==> src/rtl/cordic_request_arbiter.sv <==
// cordic_request_arbiter
// Shares one pipelined, in-order CORDIC core between N_REQ requesters.
// A round-robin arbiter issues at most one operation per cycle. An ID FIFO
// records which requester owns each in-flight operation, so every core
// result can be strobed back to the requester that issued it.

module cordic_request_arbiter #(
  parameter int N_REQ           = 4,
  parameter int BITS            = 33,
  parameter int MAX_OUTSTANDING = 16
) (
  input  logic                                 i_clk,
  input  logic                                 i_rst_n,
  input  logic [N_REQ-1:0]                     i_req_valid,
  output logic [N_REQ-1:0]                     o_req_ready,
  input  logic [N_REQ*BITS-1:0]                i_req_x,
  input  logic [N_REQ*BITS-1:0]                i_req_y,
  input  logic [N_REQ*BITS-1:0]                i_req_z,
  input  logic [N_REQ*2-1:0]                   i_req_mode,
  input  logic [N_REQ-1:0]                     i_req_rot_en,
  output logic                                 o_cdc_start,
  output logic [BITS-1:0]                      o_cdc_x,
  output logic [BITS-1:0]                      o_cdc_y,
  output logic [BITS-1:0]                      o_cdc_z,
  output logic [1:0]                           o_cdc_mode,
  output logic                                 o_cdc_rot_en,
  input  logic                                 i_cdc_valid,
  input  logic [BITS-1:0]                      i_cdc_x,
  input  logic [BITS-1:0]                      i_cdc_y,
  input  logic [BITS-1:0]                      i_cdc_z,
  output logic [N_REQ-1:0]                     o_rsp_valid,
  output logic [BITS-1:0]                      o_rsp_x,
  output logic [BITS-1:0]                      o_rsp_y,
  output logic [BITS-1:0]                      o_rsp_z,
  output logic [$clog2(MAX_OUTSTANDING):0]     o_outstanding,
  output logic                                 o_err
);

  localparam int IDW = (N_REQ > 1) ? $clog2(N_REQ) : 1;
  localparam int AW  = $clog2(MAX_OUTSTANDING);
  localparam int CW  = AW + 1;

  // Round-robin pointer and ID FIFO state
  logic [IDW-1:0]  r_ptr;
  logic [CW-1:0]   r_count;
  logic [AW-1:0]   r_wr_ptr;
  logic [AW-1:0]   r_rd_ptr;
  logic [IDW-1:0]  r_id_mem [MAX_OUTSTANDING];

  // Issue and response registers
  logic            r_cdc_start;
  logic [BITS-1:0] r_cdc_x;
  logic [BITS-1:0] r_cdc_y;
  logic [BITS-1:0] r_cdc_z;
  logic [1:0]      r_cdc_mode;
  logic            r_cdc_rot_en;
  logic [N_REQ-1:0] r_rsp_valid;
  logic [BITS-1:0] r_rsp_x;
  logic [BITS-1:0] r_rsp_y;
  logic [BITS-1:0] r_rsp_z;
  logic            r_err;

  // Per-requester operand views
  logic [BITS-1:0] w_req_x    [N_REQ];
  logic [BITS-1:0] w_req_y    [N_REQ];
  logic [BITS-1:0] w_req_z    [N_REQ];
  logic [1:0]      w_req_mode [N_REQ];

  logic            w_full;
  logic            w_empty;
  logic            w_push;
  logic            w_pop;
  logic [IDW-1:0]  w_head;
  logic            w_grant_any;
  logic [IDW-1:0]  w_grant_idx;
  logic [N_REQ-1:0] w_grant;
  logic [IDW:0]    w_sum;
  logic [IDW-1:0]  w_idx;

  for (genvar k = 0; k < N_REQ; k++) begin : g_unpack
    assign w_req_x[k]    = i_req_x[k*BITS +: BITS];
    assign w_req_y[k]    = i_req_y[k*BITS +: BITS];
    assign w_req_z[k]    = i_req_z[k*BITS +: BITS];
    assign w_req_mode[k] = i_req_mode[k*2 +: 2];
  end

  // The full check uses the pre-pop count: a slot freed this cycle is
  // not reusable until the next one.
  assign w_full  = (r_count == CW'(MAX_OUTSTANDING));
  assign w_empty = (r_count == '0);
  assign w_push  = w_grant_any;
  assign w_pop   = i_cdc_valid && !w_empty;
  assign w_head  = r_id_mem[r_rd_ptr];

  // Round-robin scan starting at r_ptr, wrapping at N_REQ
  always_comb begin
    w_grant     = '0;
    w_grant_any = 1'b0;
    w_grant_idx = '0;
    w_sum       = '0;
    w_idx       = '0;
    for (int i = 0; i < N_REQ; i++) begin
      w_sum = {1'b0, r_ptr} + (IDW+1)'(i);
      if (w_sum >= (IDW+1)'(N_REQ)) begin
        w_sum = w_sum - (IDW+1)'(N_REQ);
      end
      w_idx = w_sum[IDW-1:0];
      if (!w_full && !w_grant_any && i_req_valid[w_idx]) begin
        w_grant_any = 1'b1;
        w_grant_idx = w_idx;
      end
    end
    if (w_grant_any) begin
      w_grant[w_grant_idx] = 1'b1;
    end
  end

  // Pointer moves past the winner; it holds when nobody is granted
  always_ff @(posedge i_clk) begin
    if (!i_rst_n) begin
      r_ptr <= '0;
    end else if (w_grant_any) begin
      r_ptr <= (w_grant_idx == IDW'(N_REQ-1)) ? '0 : w_grant_idx + 1'b1;
    end
  end

  // ID FIFO pointers and in-flight count
  always_ff @(posedge i_clk) begin
    if (!i_rst_n) begin
      r_wr_ptr <= '0;
      r_rd_ptr <= '0;
      r_count  <= '0;
    end else begin
      if (w_push) r_wr_ptr <= r_wr_ptr + 1'b1;
      if (w_pop)  r_rd_ptr <= r_rd_ptr + 1'b1;
      case ({w_push, w_pop})
        2'b10:   r_count <= r_count + 1'b1;
        2'b01:   r_count <= r_count - 1'b1;
        default: r_count <= r_count;
      endcase
    end
  end

  // ID storage; contents are don't-care while the FIFO is empty
  always_ff @(posedge i_clk) begin
    if (w_push) begin
      r_id_mem[r_wr_ptr] <= w_grant_idx;
    end
  end

  // Register the granted operands toward the core
  always_ff @(posedge i_clk) begin
    if (!i_rst_n) begin
      r_cdc_start  <= 1'b0;
      r_cdc_x      <= '0;
      r_cdc_y      <= '0;
      r_cdc_z      <= '0;
      r_cdc_mode   <= '0;
      r_cdc_rot_en <= 1'b0;
    end else begin
      r_cdc_start <= w_grant_any;
      if (w_grant_any) begin
        r_cdc_x      <= w_req_x[w_grant_idx];
        r_cdc_y      <= w_req_y[w_grant_idx];
        r_cdc_z      <= w_req_z[w_grant_idx];
        r_cdc_mode   <= w_req_mode[w_grant_idx];
        r_cdc_rot_en <= i_req_rot_en[w_grant_idx];
      end
    end
  end

  // Route each core result to the head ID; flag results with no owner
  always_ff @(posedge i_clk) begin
    if (!i_rst_n) begin
      r_rsp_valid <= '0;
      r_rsp_x     <= '0;
      r_rsp_y     <= '0;
      r_rsp_z     <= '0;
      r_err       <= 1'b0;
    end else begin
      r_rsp_valid <= '0;
      if (w_pop) begin
        r_rsp_valid[w_head] <= 1'b1;
        r_rsp_x             <= i_cdc_x;
        r_rsp_y             <= i_cdc_y;
        r_rsp_z             <= i_cdc_z;
      end
      if (i_cdc_valid && w_empty) begin
        r_err <= 1'b1;
      end
    end
  end

  assign o_req_ready   = w_grant;
  assign o_cdc_start   = r_cdc_start;
  assign o_cdc_x       = r_cdc_x;
  assign o_cdc_y       = r_cdc_y;
  assign o_cdc_z       = r_cdc_z;
  assign o_cdc_mode    = r_cdc_mode;
  assign o_cdc_rot_en  = r_cdc_rot_en;
  assign o_rsp_valid   = r_rsp_valid;
  assign o_rsp_x       = r_rsp_x;
  assign o_rsp_y       = r_rsp_y;
  assign o_rsp_z       = r_rsp_z;
  assign o_outstanding = r_count;
  assign o_err         = r_err;

endmodule
==> config.mk <==
export PLATFORM = sky130hd
export DESIGN_NAME = cordic_request_arbiter
export DESIGN_NICKNAME = d
export VERILOG_FILES = /design/src/rtl/cordic_request_arbiter.sv
export SDC_FILE = /design/constraint.sdc
export NUM_CORES = 1
export LEC_CHECK = 0
export ABC_CLOCK_PERIOD_IN_PS = 3100
export CORE_AREA = 10 10 275 277
export DETAILED_ROUTE_END_ITERATION = 16
export DIE_AREA = 0 0 285 287
export HOLD_SLACK_MARGIN = 0.03
export PLACE_DENSITY = 0.57
export SLEW_MARGIN = 15
export SYNTH_ARGS = -nofsm -noshare
export SYNTH_HDL_FRONTEND = slang
export SYNTH_SLANG_ARGS = --single-unit
==> constraint.sdc <==
create_clock -name i_clk -period 3.1 [get_ports i_clk]
set_input_delay 0.62 -clock i_clk [delete_from_list [all_inputs] [get_ports i_clk]]
set_output_delay 0.62 -clock i_clk [all_outputs]
set_load 0.1 [all_outputs]
* After elaboration in Yosys (flattened, before gate mapping) *
Memories as Yosys holds them, arrays and structs flattened. A register that Yosys moved wholly into a read port is not among the register bits.
Cells that the tools add are included.

operators by class
  add/sub/neg operators = 12
  $lt $le $gt $ge = 13
  equality and inequality tests = 4
  multiplexer cells = 45
  bitwise operators = 1
  reduce and logical (&&, ||, !) cells = 19

operators with widths
  kind                                                               count
  binary-select mux 33 bit (select 2 bit)                            3
  two-way mux 33 bit                                                 6
  two-way mux 2 bit                                                  11
  less-than comparator 2 x 3 -> 1 bit, second input constant         6
  two-way mux 1 bit                                                  13
  greater-or-equal comparator 3 bit, second input constant           4
  two-way mux 4 bit                                                  3
  logical AND 1 bit                                                  11
  binary-select mux 1 bit (select 2 bit)                             5
  case mux 5 bit (2 select lines)                                    1
  adder 4 x 1 -> 4 bit, second input constant                        2
  subtractor 2 x 1 -> 2 bit, second input constant                   4
  adder 2 x 2 -> 3 bit, second input constant                        2
  adder 5 x 1 -> 5 bit, second input constant                        1
  == test 5 bit, second input constant                               1
  logical NOT 1 bit                                                  5
  logical NOT 5 bit                                                  1
  subtractor 5 x 1 -> 5 bit, second input constant                   1
  binary-select mux 2 bit (select 2 bit)                             1
  demux 1 bit (select 2 bit)                                         2
  == test 2 bit, second input constant                               2
  greater-or-equal comparator 2 x 1 -> 1 bit, second input constant  2
  adder 2 x 1 -> 3 bit, second input constant                        1
  greater-or-equal comparator 2 x 3 -> 1 bit, second input constant  1
  5 further kinds                                                    5

storage, ports and cells
  flip-flop bits (word level) = 222
  bits in writable memories = 32
  input bits = 514
  output and inout port bits = 216
  logic and storage cells = 110
  memories kept = 1

memory list
  memory    words  bits a word  read ports  clocked after memory_dff  wr ports  line  RTL
  r_id_mem  16     2            1           1                         1         48    logic [IDW-1:0] r_id_mem [MAX_OUTSTANDING];

* Depth between registers and ports, before layout *
  depth after elaboration = 23
  depth in mapped cells = 14
  mapped depth without buffers = 11

* Worst setup path after synthesis *
Ideal clock, no wire load.

  path type = flip-flop to output port
  start point = register r_count[2], in the netlist o_outstanding[2]
  end point = output o_req_ready[3]
  arrival time = 3.057 ns
  data required time = 2.480 ns
  path slack = -0.577 ns
  cell stages (with the launch flop) = 10
  buffers on the path = 3
  path through = dfxtp_1 > buf_2 > nor4_4 > a21oi_1 > o211ai_2 > inv_2 > buf_6 > buf_6 > ha_1 > and2_1

on the way
  longest elaborated chain between the ends = 21

RTL lines
  item                                                                                                                            line  RTL
  start: declaration                                                                                                              45    logic [CW-1:0] r_count;
  start signal: assignment                                                                                                        137   2'b10: r_count <= r_count + 1'b1;
  start signal: assignment                                                                                                        138   2'b01: r_count <= r_count - 1'b1;
  start signal: assignment                                                                                                        139   default: r_count <= r_count;
  == test 5 bit (*)                                                                                                               89    assign w_full = (r_count == CW'(MAX_OUTSTANDING));
  logical NOT 1 bit (*)                                                                                                           108   if (!w_full && !w_grant_any && i_req_valid[w_idx]) begin
  logical AND 1 bit                                                                                                               108
  two-way mux 1 bit                                                                                                               108
  logical NOT 1 bit                                                                                                               108
  logical AND 1 bit (2 in a row)                                                                                                  108
  two-way mux 1 bit                                                                                                               108
  logical NOT 1 bit                                                                                                               108
  (+4 left out)                                                                                                                   --
  logical AND 1 bit (2 in a row)                                                                                                  108
  two-way mux 2 bit (*)                                                                                                           108
  named net w_grant_idx[0]                                                                                                        75    logic [IDW-1:0] w_grant_idx;
  less-than comparator 2 x 3 -> 1 bit (implied by the code) / greater-or-equal comparator 2 x 1 -> 1 bit (equally long branches)  114   w_grant[w_grant_idx] = 1'b1;
  logical AND 1 bit (implied by the code)                                                                                         114
  two-way mux 1 bit (implied by the code)                                                                                         114
  demux 1 bit (select 2 bit) (*)                                                                                                  114
  two-way mux 4 bit (*)                                                                                                           113   if (w_grant_any) begin
  end: declaration                                                                                                                15    output logic [N_REQ-1:0] o_req_ready,

Mark *: on every way through the listed nets, which the timed path passes. The rest lies on a longest branch.

* Worst setup path in the final report *
  start point = input i_req_valid[3]
  end point = output o_req_ready[0]

on the way
  longest elaborated chain between the ends = 21

RTL lines
  item                                                                                                                            line  RTL
  start: declaration                                                                                                              14    input logic [N_REQ-1:0] i_req_valid,
  binary-select mux 1 bit (select 2 bit)                                                                                          108
  two-way mux 1 bit (implied by the code)                                                                                         108
  logical AND 1 bit                                                                                                               108
  two-way mux 1 bit                                                                                                               108
  logical NOT 1 bit                                                                                                               108
  logical AND 1 bit (2 in a row)                                                                                                  108
  two-way mux 1 bit                                                                                                               108
  logical NOT 1 bit                                                                                                               108
  (+3 left out)                                                                                                                   --
  logical NOT 1 bit                                                                                                               108
  logical AND 1 bit (2 in a row)                                                                                                  108
  two-way mux 2 bit                                                                                                               108
  less-than comparator 2 x 3 -> 1 bit (implied by the code) / greater-or-equal comparator 2 x 1 -> 1 bit (equally long branches)  114
  logical AND 1 bit (implied by the code)                                                                                         114
  two-way mux 1 bit (implied by the code)                                                                                         114
  demux 1 bit (select 2 bit)                                                                                                      114
  two-way mux 4 bit (*)                                                                                                           113

Every way passes the cells marked *; elsewhere a longest branch is shown, timed or not. The select of a mux whose other input is x is not followed.

==> results.yml <==
floorplan:
  core_area_sq_um: 69790
  start_util: 0.1813
  ios: 730
  die_h_microns: 287
  rows: 97
  die_width_microns: 285
  dieArea_sq_um: 81800
pwr:
  peakVddDrop_uv: 482.7
  power_density_nw_per_um2: 841.8
  p_total_mw: 18.42
  p_leak_nw: 8.701
clock_network:
  numCtsBuffers: 34
  ctsHoldBuffers: 0
  cts.clk_slew.worst_paths_ns: 0.06
  cts_tree: "built"
  post_cts_buffers: 0
  insertion_delay_ns: 0.53
  cts_max_level: 2
  cts_root_buffer: "clkbuf_16"
  cts_resized: 0
  cts_buffer_depth: 3
  cts.sinks: 258
setup_path:
  crit_slowest_cell: "clkdlybuf4s50_1"
  path_class: "input port to output port"
  crit_path_end_kind: "output port"
  critical_path_arrival_ns: 2.37
  worst-path-buf-inv: 3
  cpPeakStageDelay_ns: 0.58
  cp_cell_sequence: "clkdlybuf4s50_1 > nor2_1 > a21oi_1 > o211ai_2 > buf_4 > ha_1 > and2_2 > buf_12"
  r2r_slack_ns: 0.37
  cp_top_family: "buffers and inverters"
  crit_path_max_fanout: 5
  start_kind: "input port"
  worst-endpoint-required_ns: 2.48
timing:
  setup_tns_ns: 0
  report.final.slew_viol_count: 0
  setup_viol: 0
  finalCritPeriodShare: 0.9637
  setup_slack_ns: 0.1125
  report.final.hold_viol_count: 0
  fmax_mhz: 334.7
  rsz0062_at_grt: "false"
  clock_skew_ns: 0.01586
  relSlewSlack: 0.2551
  hold_slack_ns: 0.4531
  fin_crit_ns: 2.987
  tightest_slew_ns: 1.117
place:
  dp_hpwl_mm: 51.32
  placed_cells: 2831
  gp_congestion: 0.8779
  pre_cts_ws_ns: 0.02451
  io_buffers: 729
yosys:
  netlist.area_leader.share: 0.3576
  async_flop_share: 0
  yosysMostFrequentCell: "dfxtp_1"
  ys_seq_area_frac: 0.4335
  synth_seq_cells: 258
  synthesis.nets: 1736
  syn_inst: 1209
  synth_top_area_cell: "dfxtp_1"
  synth_edf_count: 32
  synth_ff_type: "dfxtp_1"
  synthTopCellsByArea: "dfxtp_1, mux2_2, a221o_1"
  yosys_warnings: 0
  synth_cell_types: 46
  netlist_top_cells_count: "dfxtp_1, nand2_1, and2_1, a221o_1, mux2_2"
  synthesis.area_sq_um: 12650
  avgSynthCellArea_sq_um: 10.46
grt:
  grt.busiest_layer: "met2"
  met3_usage: 0.05011
  globalRouteMet2Util: 0.2679
  track_usage: 0.1471
  grt_pass1_vias: 13210
  grt_pass1_wl_mm: 91.24
  grt_start_max_net_pins: 102
  antenna_found_initial: 9
  grtUsageMet1: 0.1601
  grt-ovfl-total: 0
drt:
  routed_wl_mm: 63.38
  routedWlPerCell_microns: 21.91
  ant_nets: 0
  drtIter0Drc: 625
  dr.pass1.iters: 7
  drcViolationCount: 0
  vias: 12130
  vias_per_cell: 4.194
finish:
  drive_above_1_share: 0.2542
  fin_nets: 2454
  syn_to_final_growth_pct: 72.96
  final_cells: 2893
run_status:
  status: "finished clean"
run:
  max-cap-violations: 0
hold_path:
  min_path_type: "register to register"
[placed cells by master (no fill, tap or decap), drive strengths merged, types with 2 or more instances in the layout]
cell           count
edfxtp            32
mux2             204
inv               13
and2             114
nand2b             5
a21boi           101
buf              269
o211ai             2
o21ai              7
nor3               7
nand2            212
clkbuf            47
clkdlybuf4s50    511
ha                13
nor2              20
dfxtp            226
xor2               3
clkinvlp           2
clkinv            10
a221o            102
mux4              10
a21o               2
diode              2
nor2b              7
nand3              2
nand4              2
xnor2              7
mux2i              3
a21oi              4
[final cells by class]
cell class / instances / area (sq um)
well taps: 940 / 1176
clock inverters: 13 / 125.1
fillers: 7176 / 47900
clock buffers: 47 / 1006
inverters: 13 / 57.56
diodes: 2 / 5.005
repair buffers: 781 / 7310
multi-input cells: 839 / 6708
flip-flops and latches: 258 / 5497
[logic make-up (layout without fill, tap and decap cells)]
kind of cell               Yosys count  after routing  share of synthesized area
adders and majority gates           13             13                    0.01286
DFF                                258            258                     0.4335
muxes                              217            217                     0.2124
buffers and inverters              112            854                    0.04154
other                                0              2                          0
xor gates and xnor gates            10             10                   0.006923
AOI/OAI and AO/OA                  227            227                     0.1543
and+or+nand+nor                    372            372                     0.1384
[tightest hold or removal path: cells and delay by family (launching register included)]
kind	cells	cell delay (ns)
flops	1	0.31
simple gates	1	0.05
compound gates	1	0.05
[sequential cells by signal, summed over array words and instances (netlist names), 4 cells and up, named ones only]
| name | count |
|---|---|
| o_rsp_y | 33 |
| o_outstanding | 5 |
| o_rsp_valid | 4 |
| o_rsp_z | 33 |
| r_rd_ptr | 4 |
| o_rsp_x | 33 |
| o_cdc_x | 33 |
| r_wr_ptr | 4 |
| r_id_mem | 32 |
| o_cdc_y | 33 |
| o_cdc_z | 33 |
[report_power, final]
part / leakage [nW] / internal [mW] / switching, mW
clock: 0.556 / 2.37 / 1.59
sequential: 2.16 / 4.10 / 0.451
combinational: 5.99 / 3.01 / 6.90
[stage by stage]
step | utilization | area, sq um
floorplan | - | 12690
global placement | 0.2970 | 20730
detailed placement | 0.2970 | 20730
CTS | 0.3132 | 21860
global route | 0.3136 | 21880
finish | 0.3136 | 21880
[routing by layer]
| layer | vias up | share of wire | routed length [microns] |
|---|---|---|---|
| met5 | - | 0.00036 | 23 |
| met4 | 4 | 0.024 | 1549 |
| met3 | 62 | 0.082 | 5229 |
| met2 | 533 | 0.51 | 32080 |
| met1 | 5779 | 0.39 | 24500 |
| li1 | 5754 | - | - |
[path summary, 6_finish.rpt]
path                                        from                to  cells past startpoint
worst max-delay path              i_req_valid[3]    o_req_ready[0]                      8
worst min-delay path                 o_rsp_x[24]       o_rsp_x[24]                      2
worst max register to register  o_outstanding[0]  o_outstanding[4]                     11
worst min register to register       o_rsp_x[24]       o_rsp_x[24]                      2
Power figures use the tool's default switching activity.
